[src/rtl/text_pixel_engine.sv]
// text_pixel_engine: 640x480@60 text-mode pixel pipeline.
// Stage 0 walks the raster and issues character-RAM reads. Stage 1 takes the
// character word and issues the font-ROM lookup. Stage 2 picks the glyph bit
// and registers the colour. Syncs and de travel through the same stages, so
// every output lags the raster counters by exactly 3 clocks.
//
// Memory read protocol, used by both the character RAM and the font ROM:
// the address (and vram_en for the RAM) is presented during cycle k. The
// memory samples it on the closing edge of cycle k. Data is valid throughout
// cycle k+1. There is no backpressure and no ready signal.
module text_pixel_engine #(
  parameter int H_ACTIVE     = 640,
  parameter int H_FP         = 16,
  parameter int H_SYNC       = 96,
  parameter int H_BP         = 48,
  parameter int V_ACTIVE     = 480,
  parameter int V_FP         = 10,
  parameter int V_SYNC       = 2,
  parameter int V_BP         = 33,
  parameter int COLS         = 80,
  parameter int BLINK_FRAMES = 32
) (
  input  logic        clk,
  input  logic        rst,
  output logic        vram_en,
  output logic [11:0] vram_addr,
  input  logic [15:0] vram_data,
  output logic [11:0] font_addr,
  input  logic [7:0]  font_data,
  input  logic [11:0] cursor_addr,
  input  logic        cursor_en,
  output logic        hsync,
  output logic        vsync,
  output logic        de,
  output logic [3:0]  pix_color
);

  localparam int H_TOTAL  = H_ACTIVE + H_FP + H_SYNC + H_BP;
  localparam int V_TOTAL  = V_ACTIVE + V_FP + V_SYNC + V_BP;
  localparam int HS_FIRST = H_ACTIVE + H_FP;
  localparam int HS_LAST  = H_ACTIVE + H_FP + H_SYNC - 1;
  localparam int VS_FIRST = V_ACTIVE + V_FP;
  localparam int VS_LAST  = V_ACTIVE + V_FP + V_SYNC - 1;
  localparam int BW       = (BLINK_FRAMES > 1) ? $clog2(BLINK_FRAMES) : 1;

  // The cell address is built as (row<<6)+(row<<4)+col, which is row*80+col.
  // This only works for an 80-column buffer.
  if (COLS != 80) begin : g_cols_check
    $error("text_pixel_engine: address shift-add assumes COLS == 80");
  end

  // Raster and blink state.
  logic          r_run;
  logic [9:0]    r_hc;
  logic [9:0]    r_vc;
  logic [BW-1:0] r_frame;
  logic          r_phase;
  logic [11:0]   r_addr_hold;

  // Stage 1 registers.
  logic          r_de1, r_hs1, r_vs1;
  logic [2:0]    r_hx1;
  logic [3:0]    r_gr1;
  logic [11:0]   r_cell1;

  // Stage 2 registers.
  logic          r_de2, r_hs2, r_vs2, r_hit2;
  logic [2:0]    r_hx2;
  logic [3:0]    r_fg2, r_bg2;

  // Stage 0 combinational terms.
  logic          w_h_last, w_v_last;
  logic          w_de0, w_hs0, w_vs0;
  logic [4:0]    w_row;
  logic [6:0]    w_col;
  logic [11:0]   w_cell;

  // Stage 1 and stage 2 combinational terms.
  logic          w_hit;
  logic          w_bit;

  assign w_h_last = (r_hc == 10'(H_TOTAL - 1));
  assign w_v_last = (r_vc == 10'(V_TOTAL - 1));
  // r_run is low for one clock after reset, so the raster starts cleanly at (0,0).
  assign w_de0    = r_run && (r_hc < 10'(H_ACTIVE)) && (r_vc < 10'(V_ACTIVE));
  assign w_hs0    = !((r_hc >= 10'(HS_FIRST)) && (r_hc <= 10'(HS_LAST)));
  assign w_vs0    = !((r_vc >= 10'(VS_FIRST)) && (r_vc <= 10'(VS_LAST)));
  assign w_row    = r_vc[8:4];
  assign w_col    = r_hc[9:3];
  assign w_cell   = {1'b0, w_row, 6'b0} + {3'b0, w_row, 4'b0} + {5'b0, w_col};

  // During blanking no read is issued and the address holds its last value.
  assign vram_en   = w_de0;
  assign vram_addr = w_de0 ? w_cell : r_addr_hold;

  assign font_addr = r_de1 ? {vram_data[7:0], r_gr1} : 12'd0;
  // The underline occupies glyph rows 14 and 15, and only while the blink phase is high.
  assign w_hit     = cursor_en && (r_cell1 == cursor_addr) && (r_gr1 >= 4'd14) && r_phase;
  assign w_bit     = font_data[3'd7 - r_hx2] | r_hit2;

  // Raster counters. They hold at (0,0) until the first clock after reset is released.
  always_ff @(posedge clk or posedge rst) begin
    if (rst) begin
      r_run <= 1'b0;
      r_hc  <= '0;
      r_vc  <= '0;
    end else begin
      r_run <= 1'b1;
      if (r_run) begin
        if (w_h_last) begin
          r_hc <= '0;
          r_vc <= w_v_last ? 10'd0 : r_vc + 10'd1;
        end else begin
          r_hc <= r_hc + 10'd1;
        end
      end
    end
  end

  // Frame counter. The blink phase toggles every BLINK_FRAMES frames.
  always_ff @(posedge clk or posedge rst) begin
    if (rst) begin
      r_frame <= '0;
      r_phase <= 1'b0;
    end else if (r_run && w_h_last && w_v_last) begin
      if (r_frame == BW'(BLINK_FRAMES - 1)) begin
        r_frame <= '0;
        r_phase <= ~r_phase;
      end else begin
        r_frame <= r_frame + 1'b1;
      end
    end
  end

  // Stage 0 to stage 1: cell address, glyph coordinates and timing flags.
  always_ff @(posedge clk or posedge rst) begin
    if (rst) begin
      r_addr_hold <= '0;
      r_de1       <= 1'b0;
      r_hs1       <= 1'b1;
      r_vs1       <= 1'b1;
      r_hx1       <= '0;
      r_gr1       <= '0;
      r_cell1     <= '0;
    end else begin
      if (w_de0) r_addr_hold <= w_cell;
      r_de1   <= w_de0;
      r_hs1   <= w_hs0;
      r_vs1   <= w_vs0;
      r_hx1   <= r_hc[2:0];
      r_gr1   <= r_vc[3:0];
      r_cell1 <= w_cell;
    end
  end

  // Stage 1 to stage 2: latch the colours and the cursor hit while the font lookup runs.
  always_ff @(posedge clk or posedge rst) begin
    if (rst) begin
      r_de2  <= 1'b0;
      r_hs2  <= 1'b1;
      r_vs2  <= 1'b1;
      r_hit2 <= 1'b0;
      r_hx2  <= '0;
      r_fg2  <= '0;
      r_bg2  <= '0;
    end else begin
      r_de2  <= r_de1;
      r_hs2  <= r_hs1;
      r_vs2  <= r_vs1;
      r_hit2 <= w_hit;
      r_hx2  <= r_hx1;
      r_fg2  <= vram_data[11:8];
      r_bg2  <= vram_data[15:12];
    end
  end

  // Output register: colour select, with the colour forced to 0 outside the visible area.
  always_ff @(posedge clk or posedge rst) begin
    if (rst) begin
      hsync     <= 1'b1;
      vsync     <= 1'b1;
      de        <= 1'b0;
      pix_color <= '0;
    end else begin
      hsync     <= r_hs2;
      vsync     <= r_vs2;
      de        <= r_de2;
      pix_color <= r_de2 ? (w_bit ? r_fg2 : r_bg2) : 4'd0;
    end
  end

endmodule

[config.mk]
export PLATFORM = sky130hd
export DESIGN_NAME = text_pixel_engine
export DESIGN_NICKNAME = d
export VERILOG_FILES = /design/src/rtl/text_pixel_engine.sv
export SDC_FILE = /design/constraint.sdc
export NUM_CORES = 1
export LEC_CHECK = 0
export ABC_CLOCK_PERIOD_IN_PS = 2800
export CAP_MARGIN = 0
export CORE_ASPECT_RATIO = 1.1
export CORE_MARGIN = 2
export CORE_UTILIZATION = 46
export CTS_CLUSTER_DIAMETER = 120
export DETAILED_ROUTE_END_ITERATION = 10
export PLACE_DENSITY = 0.75
export SYNTH_ARGS = -nofsm -noshare
export SYNTH_HDL_FRONTEND = slang
export SYNTH_SLANG_ARGS = --single-unit
export TNS_END_PERCENT = 20
[constraint.sdc]
create_clock -name clk -period 2.8 [get_ports clk]
set_clock_uncertainty 0.1 [all_clocks]
set_input_delay 0.56 -clock clk [delete_from_list [all_inputs] [get_ports clk]]
set_output_delay 0.56 -clock clk [all_outputs]
set_load 0.05 [all_outputs]
==> flow_summary.ini, run 1 <==
[status]
status = complete, but fails checks
violations = setup timing

[clocking]
numCtsBuffers = 9
path_clk_slew_ps = 80
cts.sinks = 83
clkLatencyLatePin_ps = 350
htreeDepth = 3
cts_buffer_depth = 2
cts_root_buffer = clkbuf_8
tritoncts = built

[timing]
maxSlewViolCount = 0
setup_violations = 6
fin_crit_ps = 3480
grt_setup_unrepaired = true
finalCritPeriodShare = 1.24
fin_ws_ps = -684
slew_headroom = 0.628
max_freq_mhz = 287
hold_viol_final = 0
tightest_slew_ps = 558

[placed_design]
dp_hpwl_um = 5450
post-place-ws_ps = -286
io_buffers = 70
dpl-instance-area_sq_um = 4650
place_congestion = 0.841

[critical_path]
rrSetupSlack_ps = 240
reg2reg_from = r_vc[4]$_DFFE_PP0N_
required_ps = 2140
crit_arrival_ps = 2820
crit_fanout = 2
reg2reg_to = r_addr_hold[10]$_DFF_PP0_
reg2reg_depth = 7
crit_type = reg -> out
cp-start-kind = flip-flop
startpoint = r_vc[4]$_DFFE_PP0N_
cp-end-kind = output pin

[worst_hold_path]
min_path_type = reg -> reg
min_from = r_hx1[1]$_DFF_PP0_
whs_path_depth = 0
min_to = r_hx2[1]$_DFF_PP0_

[pwr]
power.density_nw_per_um2 = 563
p_leak_nw = 2.29
irDropWorstVdd_mv = 0.273

[finish]
drive_gt1_frac = 0.201
layout_commonest_cell = dfrtp_1
fin_nets = 459
area_delta_synth_final_pct = 36.0
finalInstanceArea_sq_um = 4900
antenna_cells = 0
final_cell_mix = 77 x dfrtp_1, 49 x clkdlybuf4s50_1, 33 x nand2_1

[logic_synthesis]
synthArstFlopShare = 1.00
syn_area_sq_um = 3600
ys_seq_area_frac = 0.579
yosys.cell_types.count = 44
syn_inst = 310
synth_flop_cell = dfrtp_1
synthesis.nets = 366
synth_warnings = 0
synth_area_per_cell_sq_um = 11.6
synth_edf_count = 0
ys_ff_latch = 83

[die]
core-area_sq_um = 7510
ios = 71
initial_core_util = 0.479
dieArea_sq_um = 8550
rows = 33
fp.dieW_um = 88.3
die_y_um = 96.8

[route]
drt_iter0_drc = 119
detail_route.wl_per_cell_um = 15.0
vias = 2615
firstDrtPassIters = 4
ant_nets = 0
route.detailed.drc = 0
avgViaCountPerCell = 5.11
routed_wl_um = 7680

[global_route]
grt_overflow = 0
grt_usage = 0.184
grt_pass1_wl_um = 12200
antenna_found_initial = 0
grt_max_degree = 84
grt_pass1_vias = 2587

[run]
maxCapViolations = 0
[per-stage QoR]
| stage | utilization | hold WS, ps | power, W | TNS (ps) | std cells |
|---|---|---|---|---|---|
| floorplan | - | 231 | 0.00179 | -667 | 310 |
| global placement | 0.619 | 234 | 0.00204 | -500 | 494 |
| detailed placement | 0.619 | 236 | 0.00206 | -780 | 494 |
| CTS | 0.643 | 254 | 0.00277 | -2450 | 509 |
| global route | 0.652 | 257 | 0.00288 | -3400 | 512 |
| finish | 0.652 | 251 | 0.00276 | -2960 | 512 |
[kinds of logic (layout without fill, tap and decap cells)]
| family | after synthesis | after routing | synth area share |
|---|---|---|---|
| AND/OR/NAND/NOR | 114 | 114 | 0.165 |
| flip-flops | 83 | 83 | 0.579 |
| AO/OA/AOI/OAI | 37 | 37 | 0.0647 |
| XOR/XNOR | 30 | 30 | 0.0730 |
| buffers and inverters | 20 | 117 | 0.0219 |
| adder cells (fa/ha/maj) | 17 | 17 | 0.0633 |
| multiplexers | 8 | 8 | 0.0316 |
| other | 1 | 1 | 0.00104 |
[final cells by class]
class                   instances  area (sq um)
clock buffers                  10           128
multi-input cells             207          1490
inverters                       9          35.0
well taps                     105           131
flip-flops and latches         83          2080
repair buffers                 93           996
clock inverters                 5          31.3
fillers                       554          2620
[registers in the layout (all words and copies together) (netlist names), 3 cells and up]
name         count
r_addr_hold     12
r_cell1         12
r_hc            10
r_vc            10
r_frame          5
pix_color        4
r_bg2            4
r_fg2            4
r_gr1            4
r_hx1            3
r_hx2            3
[worst max-delay path, stage by stage, from the launching register on]
cell and delay (ps):
dfrtp_1 410, fa_1 650, ha_4 240, a211oi_2 250, o21bai_1 110, a2111o_1 430, o211ai_1 170, clkbuf_16 230
[where the power goes]
part	leakage [nW]	switching (W)	internal [W]	total [W]
clock network	0.0819	0.000411	0.000314	0.000725
logic	1.13	0.000319	0.000267	0.000586
registers	1.08	0.000120	0.00133	0.00145
total	2.29	0.000850	0.00191	0.00276
[worst max-delay path by stage]
stage                         end  slack [ps]
floorplan           vram_addr[10]        -290
global placement     vram_addr[9]        -230
detailed placement  vram_addr[10]        -290
CTS                 vram_addr[10]        -620
global route         vram_addr[9]        -760
finish              vram_addr[10]        -680
[synthesized netlist by cell type (3+ instances only)]
master     n  share of area
a21o_1     4         0.0083
a21oi_1    4         0.0056
and2_1    14          0.024
and3_1     7          0.012
buf_2      3         0.0042
clkbuf_1   7         0.0073
dfrtp_1   77           0.54
dfstp_2    6          0.044
ha_1      15          0.052
inv_1      9         0.0094
mux2_2     3         0.0094
nand2_1   34          0.035
nand3_1   18          0.025
nand4_1   13          0.023
nor2_1    10          0.010
o211ai_1   4         0.0083
o21ai_0   16          0.022
o31ai_1    3         0.0063
xnor2_1   23          0.056
xor2_1     7          0.017
[what timing repair did]
item	CTS	global route
setup endpoints to repair	7	7
setup buffers	0	3
hold buffers	0	0
resized for setup	7	8
pin swaps	2	7
[per-layer routing]
layer,wire (um),vias up,GRT usage
met1,3310,1291,0.237
li1,-,1251,-
met2,3950,63,0.302
met5,0,-,0
met4,163,0,0.0862
met3,245,10,0.0282
Power figures use the tool's default switching activity.
==> inputs of run 2 (changes only) <==
Settings changed: CORE_MARGIN 2 to 8.
==> run 2 against run 1 <==
Against the previous run:
- the flow still finishes with violations (setup timing)
- first-iteration DRC count decreased by 37%
- sequential share of layout area decreased by 0.14 points
- clock-buffer cell count decreased by 1
- critical path depth unchanged
- hold slack improved by 1.1 ps
- total power increased by 1.5%
- setup slack improved by 150 ps
- register-to-register slack improved by 150 ps
- die area increased by 28%
- utilization decreased by 1.7 points
==> flow_summary.ini, run 2 (same netlist as run 1, synthesis figures left out) <==
[timing]
maxSlewViolCount = 0
setup_violations = 6
fin_ws_ps = -536
max_freq_mhz = 300
grt_setup_unrepaired = true
fin_crit_ps = 3340
hold_viol_final = 0
finalCritPeriodShare = 1.19
tightest_slew_ps = 541
slew_headroom = 0.639

[critical_path]
crit_arrival_ps = 2680
crit_type = reg -> out
path_cells = fa_2 -> ha_4 -> a211oi_2 -> o21bai_1 -> a2111o_1 -> o211ai_1 -> clkbuf_16
reg2reg_from = r_vc[6]$_DFFE_PP0N_
rrSetupSlack_ps = 390
reg2reg_depth = 7
crit_fanout = 2
cp-start-kind = flip-flop
path_buf_inv = 1
crit_cells = 7
crit_family = adder cells
crit_path_max_incr_delay_ps = 620
cp-end-kind = output pin
cp_slowest_cell = fa_2
required_ps = 2140
reg2reg_to = r_addr_hold[10]$_DFF_PP0_

[route]
firstDrtPassIters = 4
drt_iter0_drc = 75
detail_route.wl_per_cell_um = 14.7
vias = 2618
routed_wl_um = 7560
route.detailed.drc = 0
ant_nets = 0
avgViaCountPerCell = 5.10

[finish]
reg_top3 = r_addr_hold x12, r_cell1 x12
antenna_cells = 0
area_delta_synth_final_pct = 36.5
fin_nets = 456
layout_commonest_cell = dfrtp_1
finalInstanceArea_sq_um = 4910
drive_gt1_frac = 0.212
final_cell_mix = 76 x dfrtp_1, 49 x clkdlybuf4s50_1, 32 x nand2_1

[pwr]
power.density_nw_per_um2 = 570
irDropWorstVdd_mv = 0.233
pwr-share-comb = 0.208
p_clk_frac = 0.277
p_leak_nw = 2.27
sw_frac_of_total = 0.314
p_switching_w = 0.000879
intPower_w = 0.00192
pwr-share-seq = 0.515

[die]
initial_core_util = 0.465
fp.dieW_um = 100
dieArea_sq_um = 10900
rows = 34
ios = 71
core-area_sq_um = 7740
die_y_um = 109

[placed_design]
dp_hpwl_um = 5590
place_congestion = 0.848
io_buffers = 70
dpl-instance-area_sq_um = 4640
post-place-ws_ps = -265

[global_route]
grt_max_degree = 84
grt_pass1_wl_um = 12600
grt_usage = 0.146
grt_overflow = 0
grt_pass1_vias = 2607
antenna_found_initial = 0

[run]
maxCapViolations = 0

[clocking]
cts_root_buffer = clkbuf_8
cts_buffer_depth = 2
postCtsHoldBufs = 0
clkLatencyLatePin_ps = 360
cts.sinks = 83
numCtsBuffers = 9
path_clk_slew_ps = 90
htreeDepth = 3
tritoncts = built

[worst_hold_path]
whs_path_depth = 0
min_from = r_hx1[0]$_DFF_PP0_
min_path_type = reg -> reg
min_to = r_hx2[0]$_DFF_PP0_

[status]
status = complete, but fails checks
violations = setup timing
[run 2: worst max-delay path by stage]
stage / startpoint / endpoint
final: r_vc[6]$_DFFE_PP0N_ / vram_addr[10]
after global routing: r_vc[6]$_DFFE_PP0N_ / vram_addr[10]
after CTS: r_hc[9]$_DFFE_PP0P_ / vram_addr[10]
after detailed placement: r_vc[4]$_DFFE_PP0N_ / vram_addr[9]
after global placement: r_vc[4]$_DFFE_PP0N_ / vram_addr[9]
after floorplan: r_vc[4]$_DFFE_PP0N_ / vram_addr[10]
[run 2: layer usage]
metal,share of wire,GRT usage,vias up,wire [um]
met5,0,0,-,0
li1,-,-,1253,-
met2,0.53,0.254,46,4010
met1,0.41,0.172,1309,3130
met3,0.036,0.0255,10,271
met4,0.020,0.0714,0,148
[run 2: repair_timing]
| item | in CTS | in global routing |
|---|---|---|
| pin swaps | 6 | 4 |
| resized for setup | 16 | 7 |
| setup endpoints to repair | 12 | 12 |
| buffers inserted | 1 | 1 |
[run 2: power by group through the flow]
stage / Clock (W) / Sequential (W) / Combinational (W)
after floorplan: 0 / 0.00147 / 0.000313
after global placement: 0 / 0.00146 / 0.000579
after detailed placement: 0 / 0.00147 / 0.000587
after CTS: 0.000788 / 0.00144 / 0.000592
after global routing: 0.000837 / 0.00146 / 0.000625
final: 0.000774 / 0.00144 / 0.000583
[run 2: final cells by class]
| class | instances | area, sq um |
|---|---|---|
| multi-input cells | 207 | 1510 |
| clock inverters | 7 | 53.8 |
| flip-flops and latches | 83 | 2090 |
| fillers | 604 | 2830 |
| clock buffers | 9 | 124 |
| well taps | 108 | 135 |
| repair buffers | 90 | 973 |
| inverters | 9 | 37.5 |
[run 2: metrics by stage]
stage | instances | TNS [ps] | hold WS, ps | power, W | utilization
floorplan | 310 | -667 | 231 | 0.00179 | -
global placement | 495 | -530 | 236 | 0.00204 | 0.600
finish | 513 | -1970 | 253 | 0.00280 | 0.635
global route | 513 | -2380 | 257 | 0.00292 | 0.635
detailed placement | 495 | -603 | 236 | 0.00205 | 0.600
CTS | 512 | -2050 | 255 | 0.00282 | 0.633
[run 2: worst reg2reg max path, cell delays in order (launching register included)]
cell and delay [ps]:
dfrtp_1 420, fa_2 620, ha_4 210, a211oi_2 170
o21bai_1 100, a2111o_1 370, o211ai_1 170, buf_4 170
==> inputs of run 3 (changes only) <==
Settings changed: ABC_AREA set to 1, CORE_UTILIZATION 46 to 47, PLACE_DENSITY 0.75 to 0.76.
==> run 3 against run 2 <==
Against the previous run:
- final cell count increased by 25%
- critical endpoint is now vram_addr[11]
- highest routed layer unchanged
- global-route usage is 1.8 points higher
- synthesized cell count up 40%
- combinational power rose by 15%
- flip-flop and latch count stayed put
- cell area is 6.9% higher
- utilization is 2.6 points higher
- register-to-register slack improved by 220 ps
- first-iteration DRC count up 55%
- synthesized area up 7.5%
- the run still ends with setup timing left
- die area is 4.4% higher
==> flow_summary.ini, run 3 <==
[status]
status = complete, but fails checks
violations = setup timing

[clocking]
postCtsHoldBufs = 0
cts.sinks = 83
numCtsBuffers = 9
htreeDepth = 3
tritoncts = built
cts_root_buffer = clkbuf_8
cts_buffer_depth = 2
clkLatencyLatePin_ps = 350
path_clk_slew_ps = 90

[logic_synthesis]
ys_seq_area_frac = 0.538
synth_top_area_frac = 0.498
synth_flop_cell = dfrtp_1
synth_warnings = 0
synth_area_per_cell_sq_um = 8.94
synthesis.nets = 489
yosys.cell_types.count = 36
syn_area_sq_um = 3870
syn_inst = 433
synth_common_cells = 106 x nand2_1, 77 x dfrtp_1, 70 x inv_1
yosysMostFrequentCell = nand2_1
synthArstFlopShare = 1.00
netlist_top_cells_area = dfrtp_1 50%, nand2_1 10%, inv_1 6.8%, ha_1 4.8%, nand3_1 4.3%
ys_ff_latch = 83
synth_edf_count = 0
synth_top_cell_by_area = dfrtp_1

[route]
route.detailed.drc = 0
routed_wl_um = 9240
drt_iter0_drc = 116
firstDrtPassIters = 4
ant_nets = 0
avgViaCountPerCell = 4.94
vias = 3161
detail_route.wl_per_cell_um = 14.4

[finish]
area_delta_synth_final_pct = 35.7
finalNonFillerCells = 640
fill_cells = 621
antenna_cells = 0
drive_gt1_frac = 0.180
reg_top3 = r_addr_hold x12, r_cell1 x12
fin_nets = 583
final_cell_mix = 98 x nand2_1, 77 x dfrtp_1, 69 x inv_1
layout_commonest_cell = nand2_1

[worst_hold_path]
min_path_type = reg -> reg

[critical_path]
path_buf_inv = 1
rrSetupSlack_ps = 610
cp-start-kind = flip-flop
crit_path_max_incr_delay_ps = 540
cp_slowest_cell = fa_2
crit_family = adder cells
crit_fanout = 2
crit_type = reg -> out
required_ps = 2140
crit_arrival_ps = 2390
cp-end-kind = output pin
path_cells = fa_2 -> fa_2 -> nand3_2 -> nand2_2 -> a21oi_2 -> nor2_2 -> nand2_1 -> nand2_2 -> buf_8

[timing]
tightest_slew_ps = 550
setup_violations = 6
hold_viol_final = 0
maxSlewViolCount = 0
final.setup.tns_ps = -1040
slew_headroom = 0.630
grt_setup_unrepaired = true
fin_crit_ps = 3050
max_freq_mhz = 328
finalCritPeriodShare = 1.09
fin_ws_ps = -250

[die]
ios = 71
die_y_um = 111
core-area_sq_um = 7960
fp.dieW_um = 103
initial_core_util = 0.487
rows = 34
dieArea_sq_um = 11400

[pwr]
p_switching_w = 0.000957
sw_frac_of_total = 0.311
intPower_w = 0.00212
p_clk_frac = 0.320
irDropWorstVdd_mv = 0.280
pwr-share-comb = 0.218
pwr-share-seq = 0.462
power.density_nw_per_um2 = 585
p_leak_nw = 2.68
p_total_w = 0.00308

[global_route]
grt_max_degree = 32
grt_pass1_vias = 3198
grt_overflow = 0
grt_pass1_wl_um = 14800
antenna_found_initial = 0
grt_usage = 0.164

[placed_design]
place_inst = 618
io_buffers = 70
place_congestion = 0.882
dp_hpwl_um = 6900

[run]
maxCapViolations = 0
==> run 3: cell count changes in the layout (fill, tap and decap cells not counted), moves of 7 or more <==
cell     previous run  this run
a21oi_1             2         9
and2_1             14         1
and3_1              7         0
inv_1               7        69
nand2_1            32        98
nand2_2             1         9
nand3_1            17        31
nor2_1             10        28
nor3_1              2        10
xnor2_1            23         5
==> run 3: area by class of cell <==
class                   count  area, sq um  share of cell area
clock buffers               9          124              0.0236
clock inverters             7          109              0.0207
multi-input cells         274         1590               0.302
repair buffers             86          933               0.178
well taps                 108          135              0.0257
inverters                  73          279              0.0531
flip-flops and latches     83         2080               0.397
==> run 3: stage by stage <==
stage	hold WS [ps]	util	worst slack [ps]	area, sq um
floorplan	231	-	-21.1	3870
global placement	238	0.610	72.6	4850
detailed placement	236	0.610	9.75	4850
CTS	256	0.654	-209	5200
global route	250	0.660	-322	5250
finish	251	0.660	-250	5250
==> run 3: power groups by stage <==
stage                     clock network, W  registers (W)  logic [W]
after floorplan                          0        0.00148   0.000351
after global placement                   0        0.00144   0.000652
after detailed placement                 0        0.00144   0.000669
after CTS                          0.00100        0.00142   0.000672
after global routing               0.00105        0.00143   0.000732
final                             0.000984        0.00142   0.000671
==> run 3: path summary, 6_finish.rpt <==
path | start | endpoint | cells past startpoint
min in group asynchronous | rst | r_cell1[4]$_DFF_PP0_ | 2
worst max-delay path | r_hc[9]$_DFFE_PP0P_ | vram_addr[11] | 9
max in group asynchronous | rst | r_hs1$_DFF_PP1_ | 3
worst min-delay path | r_hx1[2]$_DFF_PP0_ | r_hx2[2]$_DFF_PP0_ | 0
worst min register to register | r_hx1[2]$_DFF_PP0_ | r_hx2[2]$_DFF_PP0_ | 0
worst max register to register | r_hc[9]$_DFFE_PP0P_ | r_cell1[11]$_DFF_PP0_ | 8
==> run 3: per-layer routing <==
| metal | global-route usage | vias to the layer above | routed length, um |
|---|---|---|---|
| met5 | 0 | - | 0 |
| met2 | 0.285 | 84 | 4930 |
| li1 | - | 1561 | - |
| met4 | 0.0775 | 0 | 244 |
| met1 | 0.183 | 1494 | 3690 |
| met3 | 0.0364 | 22 | 378 |
==> run 3: cell families (layout without fill, tap and decap cells) <==
family | after synthesis | after routing | share of synthesized area
AOI/OAI and AO/OA | 39 | 39 | 0.0562
adders and majority gates | 17 | 17 | 0.0588
other | 1 | 1 | 0.000969
DFF | 83 | 83 | 0.538
and+or+nand+nor | 205 | 205 | 0.239
buffers and inverters | 76 | 175 | 0.0792
xor gates and xnor gates | 12 | 12 | 0.0271
==> run 3: timing repair <==
item,4_1_cts,5_1_grt
endpoints found under the setup margin,6,8
setup buffers,5,1
pin swaps,17,7
gates resized for setup,18,11
==> edit 1 (settings of run 3) <==
Register the outputs `vram_en`, `vram_addr` and `font_addr`, cleared by the reset; this adds one clock of latency there. The other outputs are not delayed to match. Comments in the files are not updated.
--- a/src/rtl/text_pixel_engine.sv
+++ b/src/rtl/text_pixel_engine.sv
@@ -90,10 +90,18 @@
   assign w_cell   = {1'b0, w_row, 6'b0} + {3'b0, w_row, 4'b0} + {5'b0, w_col};
 
   // During blanking no read is issued and the address holds its last value.
-  assign vram_en   = w_de0;
-  assign vram_addr = w_de0 ? w_cell : r_addr_hold;
-
-  assign font_addr = r_de1 ? {vram_data[7:0], r_gr1} : 12'd0;
+
+  always_ff @(posedge clk or posedge rst) begin
+    if (rst) begin
+      vram_en   <= '0;
+      vram_addr <= '0;
+      font_addr <= '0;
+    end else begin
+      vram_en   <= w_de0;
+      vram_addr <= w_de0 ? w_cell : r_addr_hold;
+      font_addr <= r_de1 ? {vram_data[7:0], r_gr1} : 12'd0;
+    end
+  end
   // The underline occupies glyph rows 14 and 15, and only while the blink phase is high.
   assign w_hit     = cursor_en && (r_cell1 == cursor_addr) && (r_gr1 >= 4'd14) && r_phase;
   assign w_bit     = font_data[3'd7 - r_hx2] | r_hit2;
Formal check against the unedited RTL: not equivalent (Yosys sat finds a counterexample within 4 cycles, from zero or initial values and one cycle with rst high).
==> edit 1 against run 3 <==
  * Clock power is 4% higher
  * Synthesized area is 8.7% higher
  * Non-clock buffer count is 15 lower
  * Total power is 4.7% higher
  * Final area is 0.36% higher
  * Critical path type unchanged
  * Highest routed layer unchanged
  * Wire length is 5.2% lower
  * Sequential cell count is 12 higher
  * Register-to-register slack worse by 0.27 ns
  * Setup slack better by 0.57 ns
  * Fmax is 23% higher
==> edit 1: results (changes against run 3) <==
finish:
  num-fill-cells: 722  # was 621
  drive_above_1_share_pct: 8.26  # was 18.0%
  fin_nets: 584  # was 583
  fin_cells: 647  # was 640
  reg_top3: "font_addr x12, r_addr_hold x12, r_cell1 x12"  # was r_addr_hold x12, r_cell1 x12
min_path:
  min-delay-start: "r_hx1[1]"  # was r_hx1[2]
  holdPathEnd: "r_hx2[1]"  # was r_hx2[2]
synth:
  synthAdderAreaFrac_pct: 5.41  # was 5.88%
  synth_area_leaders: "dfrtp_1, nand2_1, inv_1"  # unchanged
  yosysSeqAreaShare_pct: 56.7  # was 53.8%
  synthCells: 450  # was 433
  synthTopCellsByCount: "nand2_1, dfrtp_1, inv_1, nor2_1, nand3_1"  # was nand2_1, dfrtp_1, inv_1, nand3_1, nor2_1
  synth_top_family_by_area: "simple AND/OR/NAND/NOR gates"  # unchanged
  yosysWarningCount: 0  # unchanged
  synthArstFlopShare_pct: 100  # unchanged
  synth_xor_area_share_pct: 3.12  # was 2.71%
  synth_compound_gate_area_share_pct: 4.97  # was 5.62%
  syn_nets: 506  # was 489
setup_path:
  cp_max_fo: 14  # was 2
  r2r_slack_ns: 0.34  # was 0.61 ns
  max_stage_delay_ns: 0.88  # was 0.54 ns
  slowest_stage: "clkdlybuf4s50_1"  # was fa_2
  worstReg2RegEnd: "r_addr_hold[11]"  # was r_cell1[11]
  arrival_ns: 1.82  # was 2.39 ns
  critPathTopFamily: "buffers and inverters"  # was adder cells
  r2r_start: "r_vc[4]"  # was r_hc[9]
global_routing:
  grt_pass1_wl_mm: 14.8  # about the same
  grt_max_degree: 96  # was 32
  grt_pass1_vias: 3112  # was 3198
  track_usage_pct: 15.1  # was 16.4%
placement:
  dp_cells: 631  # was 618
  place.gp.congestion: 0.873  # was 0.882
  dp_hpwl_mm: 6.50  # was 6.90 mm
detailed_routing:
  vias: 3171  # was 3161
  wirelength_mm: 8.76  # was 9.24 mm
  drt_iter0_markers: 191  # was 116
timing:
  worst_slew_pin_slew_ns: 0.535  # was 0.550 ns
  hold_ws_ns: 0.253  # was 0.251 ns
  slew_viol_final: 0  # unchanged
pwr:
  p_leak_uw: 0.00269  # was 0.00268 uW
  p_sw_share_pct: 29.9  # was 31.1%
  ir_drop_v: 0.000276  # was 0.000280 V
clock_tree:
  cts_resized: 0  # was 18
  cts_inserted_buffers: 9  # unchanged
  post_cts_buffers: 0  # was 5
outcome:
  status: "complete, no violations"  # was finished, violations left
[edit 1: cell count changes in the layout (fill, tap and decap cells not counted), sizes merged, moves of 3 or more]
cell / run 3 / this run
nand2: 107 / 115
nand3: 34 / 28
dfrtp: 77 / 89
buf: 37 / 1
a21oi: 11 / 8
clkdlybuf4s50: 49 / 70
nor3: 12 / 8
[edit 1: cell families (layout without fill, tap and decap cells)]
kind of cell / after synthesis / count (layout)
buffers and inverters: 79 / 162
AO/OA/AOI/OAI: 37 / 37
AND/OR/NAND/NOR: 206 / 206
adder cells (fa/ha/maj): 17 / 17
flip-flops: 95 / 95
XOR/XNOR: 15 / 15
other: 1 / 1
[edit 1: stage by stage]
stage | util (%) | power [uW] | setup WS (ns) | instance area [um2]
2_1_floorplan | - | 2010 | 0.593 | 4210
3_3_place_gp | 57.4 | 2220 | 0.482 | 5040
3_5_place_dp | 57.4 | 2230 | 0.372 | 5040
4_1_cts | 60.0 | 3250 | 0.282 | 5270
5_1_grt | 60.0 | 3370 | 0.196 | 5270
6_report | 60.0 | 3220 | 0.318 | 5270
[edit 1: worst register-to-register path, cell delays in order (launching register included)]
cell and delay [ns]:
dfrtp_1 0.50, fa_1 0.61, inv_1 0.08, fa_1 0.47, o21ai_0 0.30, a21oi_1 0.11
nor2_1 0.13, nand2_1 0.06, nand2_1 0.06
[edit 1: area by class of cell]
class / count / area (um2) / share of cell area, %
sequential: 95 / 2380 / 45.2
multi-input combinational: 276 / 1510 / 28.6
timing repair buffer: 71 / 721 / 13.7
clock inverter: 6 / 91.3 / 1.73
inverter: 75 / 288 / 5.46
clock buffer: 10 / 138 / 2.61
tap: 114 / 143 / 2.71
[edit 1: worst max-delay path by stage]
stage	startpoint	end	slack [ns]	depth (start not counted)
after detailed placement	r_vc[4]	r_addr_hold[11]	0.37	8
after CTS	r_de1	vram_en	0.28	1
after global routing	r_de1	vram_en	0.20	1
final	r_de1	vram_en	0.32	1
after global placement	r_vc[4]	r_addr_hold[11]	0.48	8
after floorplan	r_vc[4]	r_addr_hold[11]	0.59	8
[edit 1: power groups by stage]
stage | logic [uW] | registers, uW | clock network [uW]
3_3_place_gp | 597 | 1620 | 0
3_5_place_dp | 606 | 1620 | 0
6_report | 605 | 1600 | 1020
2_1_floorplan | 262 | 1750 | 0
4_1_cts | 612 | 1600 | 1040
5_1_grt | 657 | 1620 | 1100
[edit 1: metal layers]
| metal | vias to the layer above | track usage (%) | wire length (um) |
|---|---|---|---|
| met5 | - | 0 | 0 |
| met4 | 0 | 6.67 | 153 |
| met3 | 13 | 3.31 | 430 |
| met2 | 88 | 25.9 | 4410 |
| met1 | 1493 | 17.9 | 3770 |
| li1 | 1577 | - | - |
==> edit 2 (config.mk and constraints of run 3) <==
Made on the original files. `BLINK_FRAMES`: 32 -> 16.
--- a/src/rtl/text_pixel_engine.sv
+++ b/src/rtl/text_pixel_engine.sv
@@ -18,7 +18,7 @@
   parameter int V_SYNC       = 2,
   parameter int V_BP         = 33,
   parameter int COLS         = 80,
-  parameter int BLINK_FRAMES = 32
+  parameter int BLINK_FRAMES = 16
 ) (
   input  logic        clk,
   input  logic        rst,
Check against the original RTL: no difference found for any inputs over 10 cycles, from zero or initial values and one cycle with rst high; that may be too few to reach the edited logic, so the function may still have changed.
==> edit 2 against run 3 <==
  * The run still ends with negative setup slack left
  * Highest routed layer unchanged
  * Synthesized area down 2.5%
  * Clock power down 4.0%
  * Setup slack worse by 0.074 ns
  * Fmax down 2.4%
  * Largest cell class unchanged
  * Final area down 2.8%
  * Sequential cell count down 1
  * Wire length down 5.3%
  * Total power down 2.2%
  * Largest power group unchanged
==> edit 2: results (changes against run 3) <==
outcome:
  status: "finished, violations left"  # unchanged
  failed_checks: "negative setup slack"  # unchanged
global_routing:
  antenna_found_initial: 0  # unchanged
  grtUsageMet2_pct: 27.4  # was 28.5%
  grt_max_degree: 30  # was 32
  track_usage_pct: 16.4  # about the same
  grt_pass1_wl_mm: 14.3  # was 14.8 mm
  use_met1_pct: 20.1  # was 18.3%
  use_met3_pct: 2.89  # was 3.64%
finish:
  num-fill-cells: 593  # was 621
  drive_above_1_share_pct: 17.5  # was 18.0%
  fin_nets: 560  # was 583
  n_antenna_cell: 0  # unchanged
  seqCellArea_um2: 2060  # was 2080 um2
  reg_top3: "r_addr_hold x12, r_cell1 x12"  # unchanged
placement:
  dp_hpwl_mm: 6.39  # was 6.90 mm
  place_area_um2: 4760  # was 4850 um2
  place.gp.congestion: 0.857  # was 0.882
  portBuffers: 70  # unchanged
  place_ws_ns: -0.0683  # was 0.00975 ns
setup_path:
  max_stage_delay_ns: 0.56  # was 0.54 ns
  arrival_ns: 2.46  # was 2.39 ns
  cp_max_fo: 2  # unchanged
  critPathTopFamily: "adder cells"  # unchanged
  slowest_stage: "fa_1"  # was fa_2
min_path:
  hp-class: "reg2reg"  # unchanged
synth:
  ys_types: 36  # unchanged
  synthFlopType: "dfrtp_1"  # unchanged
  synthArstFlopShare_pct: 100  # unchanged
  syn_nets: 473  # was 489
  synth_area_leaders: "dfrtp_1, nand2_1, inv_1"  # unchanged
  synthTopCellsByCount: "nand2_1, dfrtp_1, inv_1, nand3_1, nor2_1"  # unchanged
  yosysSeqAreaShare_pct: 54.6  # was 53.8%
detailed_routing:
  ant_nets: 0  # unchanged
  vias: 3013  # was 3161
  drt_iter0_markers: 154  # was 116
  highest_layer: "met4"  # unchanged
  wl_per_cell_um: 14.2  # was 14.4 um
  met2WireLength_mm: 4.31  # was 4.93 mm
  wl_met1_mm: 3.73  # was 3.69 mm
  wl_met3_um: 553  # was 378 um
pwr:
  p_leak_uw: 0.00257  # was 0.00268 uW
  seq_power_uw: 1400
  p_sw_share_pct: 30.1  # was 31.1%
  clockPowerShare_pct: 31.4  # was 32.0%
  ir_drop_v: 0.000427  # was 0.000280 V
  power.density_nw_per_um2: 589  # was 585 nW/um2
timing:
  fin_ws_ns: -0.325  # was -0.250 ns
  setup_viol: 6  # unchanged
  maxSlewHeadroom_pct: 63.0  # about the same
clock_tree:
  clkSlewWorstSetupHoldPaths_ns: 0.08
  clock_latency_ns: 0.36
  post_cts_buffers: 1  # was 5
  cts_resized: 20  # was 18
  cts_inserted_buffers: 9  # unchanged
  htreeDepth: 3  # unchanged
  cts_root_buffer: "clkbuf_8"  # unchanged
edit 2: cell count changes in the layout (fill, tap and decap cells not counted), moves of 4 or more:
cell / run 3 / this run
buf_4: 22 / 18
inv_1: 69 / 60
inv_2: 0 / 5
nand2_1: 98 / 105
nand4_1: 16 / 10
nor2_1: 28 / 20
nor3_1: 10 / 3
o21ai_0: 18 / 12
o21ai_1: 2 / 9
edit 2: kinds of logic (layout without fill, tap and decap cells):
group                      Yosys count  in the layout  share of synthesized area (%)
DFF                                 82             82                           54.6
xor gates and xnor gates            15             15                           3.48
and+or+nand+nor                    197            197                           23.7
adders and majority gates           16             16                           5.70
AOI/OAI and AO/OA                   34             34                           4.84
buffers and inverters               73            165                           7.62
other                                1              1                         0.0993
edit 2: final timing paths:
check | end | from | slack (ns) | cells past startpoint
worst max register to register | r_addr_hold[8] | r_vc[6] | 0.57 | 10
worst max-delay path | vram_addr[8] | r_vc[6] | -0.32 | 10
max in group asynchronous | hsync | rst | 1.54 | 3
worst min-delay path | r_hx2[1] | r_hx1[1] | 0.25 | 0
min in group asynchronous | r_cell1[0] | rst | 0.45 | 2
worst min register to register | r_hx2[1] | r_hx1[1] | 0.25 | 0
edit 2: through the flow:
| step | hold slack, ns | instances | TNS (ns) |
|---|---|---|---|
| CTS | 0.255 | 617 | -1.32 |
| global route | 0.261 | 618 | -2.01 |
| finish | 0.253 | 618 | -1.38 |
| detailed placement | 0.237 | 600 | -0.181 |
| floorplan | 0.231 | 418 | -0.0529 |
| global placement | 0.235 | 600 | 0 |
edit 2: cell type report:
class / instances / share of cell area [%]
repair buffers: 81 / 17.6
well taps: 108 / 2.65
multi-input cells: 263 / 29.9
clock inverters: 4 / 1.47
flip-flops and latches: 82 / 40.3
clock buffers: 12 / 2.84
inverters: 68 / 5.15
